===== config.mk =====
export PLATFORM = sky130hd
export DESIGN_NAME = parking_lane_arbiter_flat
export DESIGN_NICKNAME = d
export VERILOG_FILES = /design/src/rtl/parking_lane_arbiter_if.sv /design/src/rtl/parking_lane_arbiter.sv /design/src/flat_wrapper.sv
export SDC_FILE = /design/constraint.sdc
export NUM_CORES = 1
export LEC_CHECK = 0
export CORE_MARGIN = 3
export CORE_UTILIZATION = 54
export CTS_CLUSTER_DIAMETER = 100
export DETAILED_ROUTE_END_ITERATION = 8
export PLACE_DENSITY = 0.88
export SYNTH_ARGS = -nofsm -noshare
export SYNTH_HDL_FRONTEND = slang
export SYNTH_SLANG_ARGS = --single-unit

===== constraint.sdc =====
create_clock -name clk -period 5 [get_ports clk]
set_clock_uncertainty 0.1 [all_clocks]
set_input_delay 1 -clock clk [delete_from_list [all_inputs] [get_ports clk]]
set_output_delay 1 -clock clk [all_outputs]
set_load 0.03 [all_outputs]

===== src/rtl/parking_lane_arbiter_if.sv =====
// Lane-side handshake bundle for parking_lane_arbiter: lane requests and pass
// sensor in, grants, gate command and occupancy status out.
interface parking_lane_arbiter_if #(
    parameter int CNT_W = 4
);
    logic             entryReq;
    logic             exitReq;
    logic             passSensor;
    logic             entryGrant;
    logic             exitGrant;
    logic             gateOpen;
    logic [CNT_W-1:0] occupancy;
    logic             lotFull;
    logic             timeoutAlarm;

    // Lane / sensor side.
    modport master (
        output entryReq, exitReq, passSensor,
        input  entryGrant, exitGrant, gateOpen, occupancy, lotFull, timeoutAlarm
    );

    // Arbiter side.
    modport slave (
        input  entryReq, exitReq, passSensor,
        output entryGrant, exitGrant, gateOpen, occupancy, lotFull, timeoutAlarm
    );
endinterface


===== src/rtl/parking_lane_arbiter.sv =====
// Shares one barrier gate between the entry and exit lanes and tracks lot occupancy.
// Define ARB_TIMEOUT_EN to add an open-gate watchdog that aborts a stalled grant.
module parking_lane_arbiter #(
    parameter int CAPACITY = 8,
    parameter int CNT_W    = 4,
    parameter int TIMEOUT  = 16
) (
    input logic                   clk,
    input logic                   reset_n,
    parking_lane_arbiter_if.slave bus
);
    typedef enum logic [5:0] {
        IDLE       = 6'b000001,
        ENTRY_OPEN = 6'b000010,
        EXIT_OPEN  = 6'b000100,
        PASSING    = 6'b001000,
        CLOSE      = 6'b010000,
        ABORT      = 6'b100000
    } state_t;

    typedef enum logic {
        PRI_EXIT  = 1'b0,
        PRI_ENTRY = 1'b1
    } pri_t;

    localparam logic [CNT_W-1:0] CAP = CNT_W'(CAPACITY);

    if (TIMEOUT < 1 || (2 ** CNT_W) <= CAPACITY) begin : gParamCheck
        $error("parking_lane_arbiter: need TIMEOUT >= 1 and 2**CNT_W > CAPACITY");
    end

    state_t           state;
    pri_t             priPtr;
    logic [CNT_W-1:0] occupancy;
    logic             entryGrant;
    logic             exitGrant;
    logic             timeoutAlarm;
    logic             lotFull;
    logic             entryElig;
    logic             exitElig;
    logic             serveEntry;
    logic             grantedReq;

`ifdef ARB_TIMEOUT_EN
    localparam int WD_W = $clog2(TIMEOUT + 1);
    localparam logic [WD_W-1:0] WD_LAST = WD_W'(TIMEOUT - 1);
    logic [WD_W-1:0] wdCnt;
`endif

    assign lotFull    = (occupancy == CAP);
    assign entryElig  = bus.entryReq && !lotFull;
    assign exitElig   = bus.exitReq && (occupancy != '0);
    // Entry wins only when exit cannot be served or the pointer names entry.
    assign serveEntry = entryElig && (!exitElig || priPtr == PRI_ENTRY);
    assign grantedReq = entryGrant ? bus.entryReq : bus.exitReq;

    // NOTE: every register here is assigned with <= so that all next-state logic
    // reads the values from before this edge, whatever the statement order.
    always_ff @(posedge clk or negedge reset_n) begin
        if (!reset_n) begin
            state        <= IDLE;
            priPtr       <= PRI_EXIT;
            occupancy    <= '0;
            entryGrant   <= 1'b0;
            exitGrant    <= 1'b0;
            timeoutAlarm <= 1'b0;
`ifdef ARB_TIMEOUT_EN
            wdCnt        <= '0;
`endif
        end else begin
            timeoutAlarm <= 1'b0;
            unique case (state)
                IDLE: begin
                    if (entryElig || exitElig) begin
                        state      <= serveEntry ? ENTRY_OPEN : EXIT_OPEN;
                        entryGrant <= serveEntry;
                        exitGrant  <= !serveEntry;
`ifdef ARB_TIMEOUT_EN
                        wdCnt      <= '0;
`endif
                    end
                end
                ENTRY_OPEN, EXIT_OPEN: begin
                    // A car reaching the sensor beats a same-cycle request drop.
                    if (bus.passSensor) begin
                        state <= PASSING;
                    end else if (!grantedReq) begin
                        state      <= ABORT;
                        entryGrant <= 1'b0;
                        exitGrant  <= 1'b0;
                    end
`ifdef ARB_TIMEOUT_EN
                    else if (wdCnt == WD_LAST) begin
                        state        <= ABORT;
                        entryGrant   <= 1'b0;
                        exitGrant    <= 1'b0;
                        timeoutAlarm <= 1'b1;
                    end else begin
                        wdCnt <= wdCnt + 1'b1;
                    end
`endif
                end
                PASSING: begin
                    if (!bus.passSensor) begin
                        state      <= CLOSE;
                        entryGrant <= 1'b0;
                        exitGrant  <= 1'b0;
                        priPtr     <= entryGrant ? PRI_EXIT : PRI_ENTRY;
                        // NOTE: the count saturates at both bounds even though
                        // eligibility already keeps it in range.
                        if (entryGrant) begin
                            occupancy <= lotFull ? occupancy : occupancy + 1'b1;
                        end else begin
                            occupancy <= (occupancy == '0) ? occupancy : occupancy - 1'b1;
                        end
                    end
                end
                CLOSE, ABORT: begin
                    state <= IDLE;
                end
                default: begin
                    state      <= IDLE;
                    entryGrant <= 1'b0;
                    exitGrant  <= 1'b0;
                end
            endcase
        end
    end

    assign bus.entryGrant   = entryGrant;
    assign bus.exitGrant    = exitGrant;
    assign bus.gateOpen     = entryGrant | exitGrant;
    assign bus.occupancy    = occupancy;
    assign bus.lotFull      = lotFull;
`ifdef ARB_TIMEOUT_EN
    assign bus.timeoutAlarm = timeoutAlarm;
`else
    assign bus.timeoutAlarm = 1'b0;
`endif
endmodule


===== src/flat_wrapper.sv =====
// flat-port wrapper written by rule: the top's interface ports become plain ports
module parking_lane_arbiter_flat 
#(
    parameter int CAPACITY = 8,
    parameter int CNT_W    = 4,
    parameter int TIMEOUT  = 16
)
  (clk, reset_n, bus_entryReq, bus_exitReq, bus_passSensor, bus_entryGrant, bus_exitGrant, bus_gateOpen, bus_occupancy, bus_lotFull, bus_timeoutAlarm);
  parking_lane_arbiter_if #(.CNT_W(CNT_W)) bus_i ();
  input logic clk;
  input logic reset_n;
  input wire logic [$bits(bus_i.entryReq)-1:0] bus_entryReq;
  input wire logic [$bits(bus_i.exitReq)-1:0] bus_exitReq;
  input wire logic [$bits(bus_i.passSensor)-1:0] bus_passSensor;
  output wire logic [$bits(bus_i.entryGrant)-1:0] bus_entryGrant;
  output wire logic [$bits(bus_i.exitGrant)-1:0] bus_exitGrant;
  output wire logic [$bits(bus_i.gateOpen)-1:0] bus_gateOpen;
  output wire logic [$bits(bus_i.occupancy)-1:0] bus_occupancy;
  output wire logic [$bits(bus_i.lotFull)-1:0] bus_lotFull;
  output wire logic [$bits(bus_i.timeoutAlarm)-1:0] bus_timeoutAlarm;
  assign bus_i.entryReq = bus_entryReq;
  assign bus_i.exitReq = bus_exitReq;
  assign bus_i.passSensor = bus_passSensor;
  assign bus_entryGrant = bus_i.entryGrant;
  assign bus_exitGrant = bus_i.exitGrant;
  assign bus_gateOpen = bus_i.gateOpen;
  assign bus_occupancy = bus_i.occupancy;
  assign bus_lotFull = bus_i.lotFull;
  assign bus_timeoutAlarm = bus_i.timeoutAlarm;
  parking_lane_arbiter #(.CAPACITY(CAPACITY), .CNT_W(CNT_W), .TIMEOUT(TIMEOUT)) u_core (.clk(clk), .reset_n(reset_n), .bus(bus_i));
endmodule

Yosys cells after proc, flatten, opt, wreduce, memory -nomap -nowiden
Index checks and enable logic that the tools add are counted.
{ "classes": {"addsub": 2, "eq_ne": 14, "muxes": 18, "bitwise_logic": 3, "reduce_logical": 16} }
{ "ops": {"columns": ["cell", "count"], "rows": [
  ["2-to-1 mux 6 bit", 4],
  ["one-hot mux 6 bit (3 select lines)", 1],
  ["2-to-1 mux 4 bit", 3],
  ["inequality test 2 bit, second input constant", 4],
  ["one-hot mux 1 bit (4 select lines)", 2],
  ["2-to-1 mux 1 bit", 7],
  ["== test 6 x 1 -> 1 bit, second input constant", 1],
  ["== test 6 x 2 -> 1 bit, second input constant", 1],
  ["== test 6 x 3 -> 1 bit, second input constant", 1],
  ["== test 6 x 4 -> 1 bit, second input constant", 1],
  ["== test 6 x 5 -> 1 bit, second input constant", 1],
  ["== test 6 bit, second input constant", 1],
  ["AND reduction 5 bit", 1],
  ["adder 4 x 1 -> 4 bit, second input constant", 1],
  ["== test 4 bit, second input constant", 1],
  ["logical NOT 4 bit", 1],
  ["inequality test 2 x 1 -> 1 bit, second input constant", 2],
  ["AND reduction 4 bit", 1],
  ["nonzero test 4 bit", 1],
  ["OR reduction 2 bit", 2],
  ["subtractor 4 x 1 -> 4 bit, second input constant", 1],
  ["logical AND 1 bit", 3],
  ["logical NOT 1 bit", 3],
  ["2-to-1 mux 3 bit", 1],
  ["6 further kinds", 8]
]} }
{ "word_totals": {"reg_bits": 13, "inputBits": 5, "output_inout_bits": 9} }

Logic depth before layout (Yosys ltp)
{ "depth": {"ltp_word": 8, "ltp_mapped": 6, "ltp_nobuf": 6} }

Least setup slack after synthesis
OpenSTA, ideal clock, no wires.
{ "synth_timing": {"path_kind": "flip-flop to output port", "start": "register u_core.occupancy[1], in the netlist u_core.bus.occupancy[1]", "end": "output port bus_lotFull", "arrival_time_ns": 1.154, "required_time_ns": 3.900, "setup_slack_ns": 2.746, "path_stages_with_launch": 2, "path_cell_list": "dfrtp_1 -> nor4b_4"} }
{ "synth_via": {"elab_chain_cells": 1} }
{ "synth_rtl": {"columns": ["element", "line_no", "text"], "rows": [
  ["from (decl)", "parking_lane_arbiter.sv:34", "logic [CNT_W-1:0] occupancy;"],
  ["from (signal assigned)", "parking_lane_arbiter.sv:112", "occupancy <= lotFull ? occupancy : occupancy + 1'b1;"],
  ["from (signal assigned)", "parking_lane_arbiter.sv:114", "occupancy <= (occupancy == '0) ? occupancy : occupancy - 1'b1;"],
  ["== test 4 bit", "parking_lane_arbiter.sv:50", "assign lotFull = (occupancy == CAP);"],
  ["to (decl)", "flat_wrapper.sv:19", "output wire logic [$bits(bus_i.lotFull)-1:0] bus_lotFull;"]
]} }
Every way passes these cells.

Worst setup path in the final report
{ "layout_timing": {"start": "register u_core.occupancy[0], in the netlist u_core.bus.occupancy[0]", "end": "output port bus_lotFull"} }
The elaborated chain is that of the path after synthesis.

==> metrics.md <==
| Metric | Value |
|---|---|
| Largest net degree at the start of global routing | 14 |
| CTS tree | done |
| Layout Cells excl Fill | between 100 and 150 |
| Place WS | ~2.4 ns |
| Post-Synthesis Cells | 75 |
| Sequential cell area | roughly 330 um2 |
| Number of global-route vias before repair | between 600 and 700 |
| H-tree Lvls | 1 |
| Clock-pin slew on the worst setup and hold paths | around 0.080 ns |
| Area delta synth->final | 19.2% |
| Port Buffer Count | 12 |
| F_max | about 0.34 GHz |
| Int Pwr | 387 uW |
| Wire length per cell | between 15 and 20 um |
| Final number of hold-violating endpoints | 0 |
| Delay-heaviest family, CP | buffers and inverters |
| Placed Instances | just over 100 |
| Synth Area in Compound Gates | 0.224 |
| DRT Pass-1 Iters | 4 |
| Via density | 5.86 |
| Fin worst setup slack | a little over 2 ns |
| Vias post-DR | 615 |
| Overall Global Routing Usage | 0.189 |
| Synth Cell Area | 820 um2 |
| Ports | 14 |
| Yosys cell types | 34 |
| Power per cell area | between 700 and 800 nW/um2 |
| Worst Setup EP | bus_lotFull |
| Reg2reg setup slack | between 3 and 4 ns |
| Comb power frac | 0.623 |
| Most frequent cells in the layout | clkdlybuf4s50_1 (12), dfrtp_1 (12), nand2_1 (9) |
| Clock tree buffer depth | 2 |
| Hold WC Path Type | flop to flop |
| Worst reg2reg path depth | 6 |
| Remaining Overflow, GRT | 0 |
| Initial Util | 0.600 |
| EDFF count, synth | 0 |
| Final setup TNS | 0 ns |
| Async SR Flop Fraction | 1.00 |
| Sequential-to-total area share from yosys stat | 0.398 |
| WHS | 0.446 ns |
| Die area | ~2000 um2 |
| Maxcap violations | 0 |
| CP bufs+invs | 1 |
| Post-synth top flop | dfrtp_1 |
| Critical Path AT | around 1.9 ns |
| Root Driver | clkbuf_4 |
| CP max stage delay | about 0.73 ns |
| Setup crit end kind | output port |
| Die height | between 40 and 50 um |
| Fin. max-slew vios | 0 |
| CTS buffer count | 3 |
| Die X | around 45 um |
| Sw Share | 0.480 |
| FILL cells | 91 |
| Site Rows | 13 |
| N_diodes | 0 |
| Final ANT Viol Nets | 0 |
| Layout cells sized above 1 | 0.156 |
| Post-layout minimum cycle time | about 3 ns |
| Synth Area per Inst | roughly 11 um2 |
| Total Wirelength | roughly 1600 um |
| Status | finished, final reports clean |
| CTS Sinks | 13 |
| Worst Setup SP | u_core.bus.occupancy[0] |
| Xor/xnor share of the synthesized area | 0.0641 |
| Unrepaired setup endpoints after global routing | false |
| Maximum vdd drop | between 0.5 and 0.6 mV |
| Critical path class | flop to output port |
| Synthesis-stage register bit count | 13 |
| Share of power burned in registers | 0.288 |
| Reg-to-reg endpoint | u_core.bus.occupancy[3] |
| Post-CTS Hold Buffers | 0 |
| Clock power frac | 0.089 |
| Worst slew margin | 0.612 |
| Number of post-CTS setup repair buffers | 0 |
| Initial antenna violation count | 0 |
| Post-CTS resize count | 0 |
| Period utilization | 0.596 |
| Simple-gate portion of the synthesized area | 0.186 |
| Starting DRT DRC Count | 9 |
| Cell Chain, Critical Path | nor4b_4 -> clkdlybuf4s50_1 |
| Crit path max fanout | 7 |
| Area share of fa/ha/maj cells after synthesis | 0.0550 |
| Critical Path Stages | 2 |
| Post-synthesis mux area share | 0.0397 |
| Critical-path top delay cell | clkdlybuf4s50_1 |
| Gp weighted congestion | 0.833 |
| Critical Path RT | just under 4 ns |
| Core area | about 1400 um2 |
| Syn nets | 83 |
| Multi-input logic area | 470 um2 |
| Largest family of logic cells by synthesized area | compound AO/OA/AOI/OAI gates |
| First-pass GRT wire length | approximately 2700 um |
| Hpwl dp | 1240 um |
| Switching power | ~360 uW |
| Yosys warnings | 0 |
| Pleak | 0.424 nW |
| Drt drc | 0 |
| CP Launch Type | flop |
| Nets | 99 |
| Latest clock arrival within the worst-skew pair | roughly 0.28 ns |
| Utilization after layout | 0.715 |
| Worst slew pin tran | roughly 0.58 ns |
| Setup violators final | 0 |
| Worst flop-to-flop path startpoint | u_core.bus.entryGrant |
==> cell type report <==
cell class	instances	area share
Timing Repair Buffer	12	0.123
Tap cell	15	0.0192
Inverter	4	0.0154
Multi-Input combinational cell	57	0.481
Clock buffer	4	0.0269
Sequential cell	13	0.334
==> power groups by stage <==
stage / Sequential (mW) / Clock [mW] / Combinational, mW
after global routing: 0.222 / 0.0726 / 0.503
after floorplan: 0.247 / 0 / 0.293
after global placement: 0.211 / 0 / 0.451
final: 0.214 / 0.0661 / 0.463
after detailed placement: 0.216 / 0 / 0.462
after CTS: 0.213 / 0.0679 / 0.465
==> flip-flops by register name, indices dropped and copies added, names as in the netlist <==
| signal | cells |
|---|---|
| u_core.priPtr | 1 |
| u_core.bus.exitGrant | 1 |
| u_core.bus.entryGrant | 1 |
| u_core.bus.occupancy | 4 |
| u_core.state | 6 |
==> how the worst min path moves through the flow <==
stage	startpoint	end	depth (start not counted)
floorplan	u_core.priPtr	u_core.priPtr	1
global placement	u_core.priPtr	u_core.priPtr	1
detailed placement	u_core.priPtr	u_core.priPtr	1
CTS	u_core.priPtr	u_core.priPtr	1
global route	u_core.priPtr	u_core.priPtr	1
finish	u_core.priPtr	u_core.priPtr	1
==> cells in the mapped netlist (2+ instances only) <==
master / number / share of area
nand2_1: 9 / 0.041
o2111ai_1: 2 / 0.021
xor2_1: 2 / 0.021
xnor2_1: 4 / 0.043
ha_1: 2 / 0.031
nand3_1: 3 / 0.018
inv_1: 4 / 0.018
o221ai_1: 2 / 0.021
mux2_2: 2 / 0.027
nor2b_1: 3 / 0.023
dfrtp_1: 12 / 0.37
a21bo_2: 2 / 0.024
a21o_1: 2 / 0.018
nor2_1: 6 / 0.027
==> cells by family (layout without fill, tap and decap cells) <==
family,Yosys count,in the layout
and+or+nand+nor,26,26
AOI/OAI and AO/OA,18,18
DFF,13,13
xor gates and xnor gates,6,6
buffers and inverters,5,20
adders and majority gates,3,3
muxes,3,3
other,1,1
==> metal layers <==
metal | GRT usage | share of wire
met1 | 0.251 | 0.46
met3 | 0.0359 | 0.048
met4 | 0.105 | 0.020
met5 | 0 | 0
met2 | 0.288 | 0.47
==> per-stage QoR <==
step	cell area, um2	power, mW
3_5_place_dp	951	0.678
4_1_cts	977	0.746
5_1_grt	977	0.797
6_report	977	0.743
3_3_place_gp	951	0.662
2_1_floorplan	820	0.539
No activity file was read; power rests on OpenSTA's default activity.
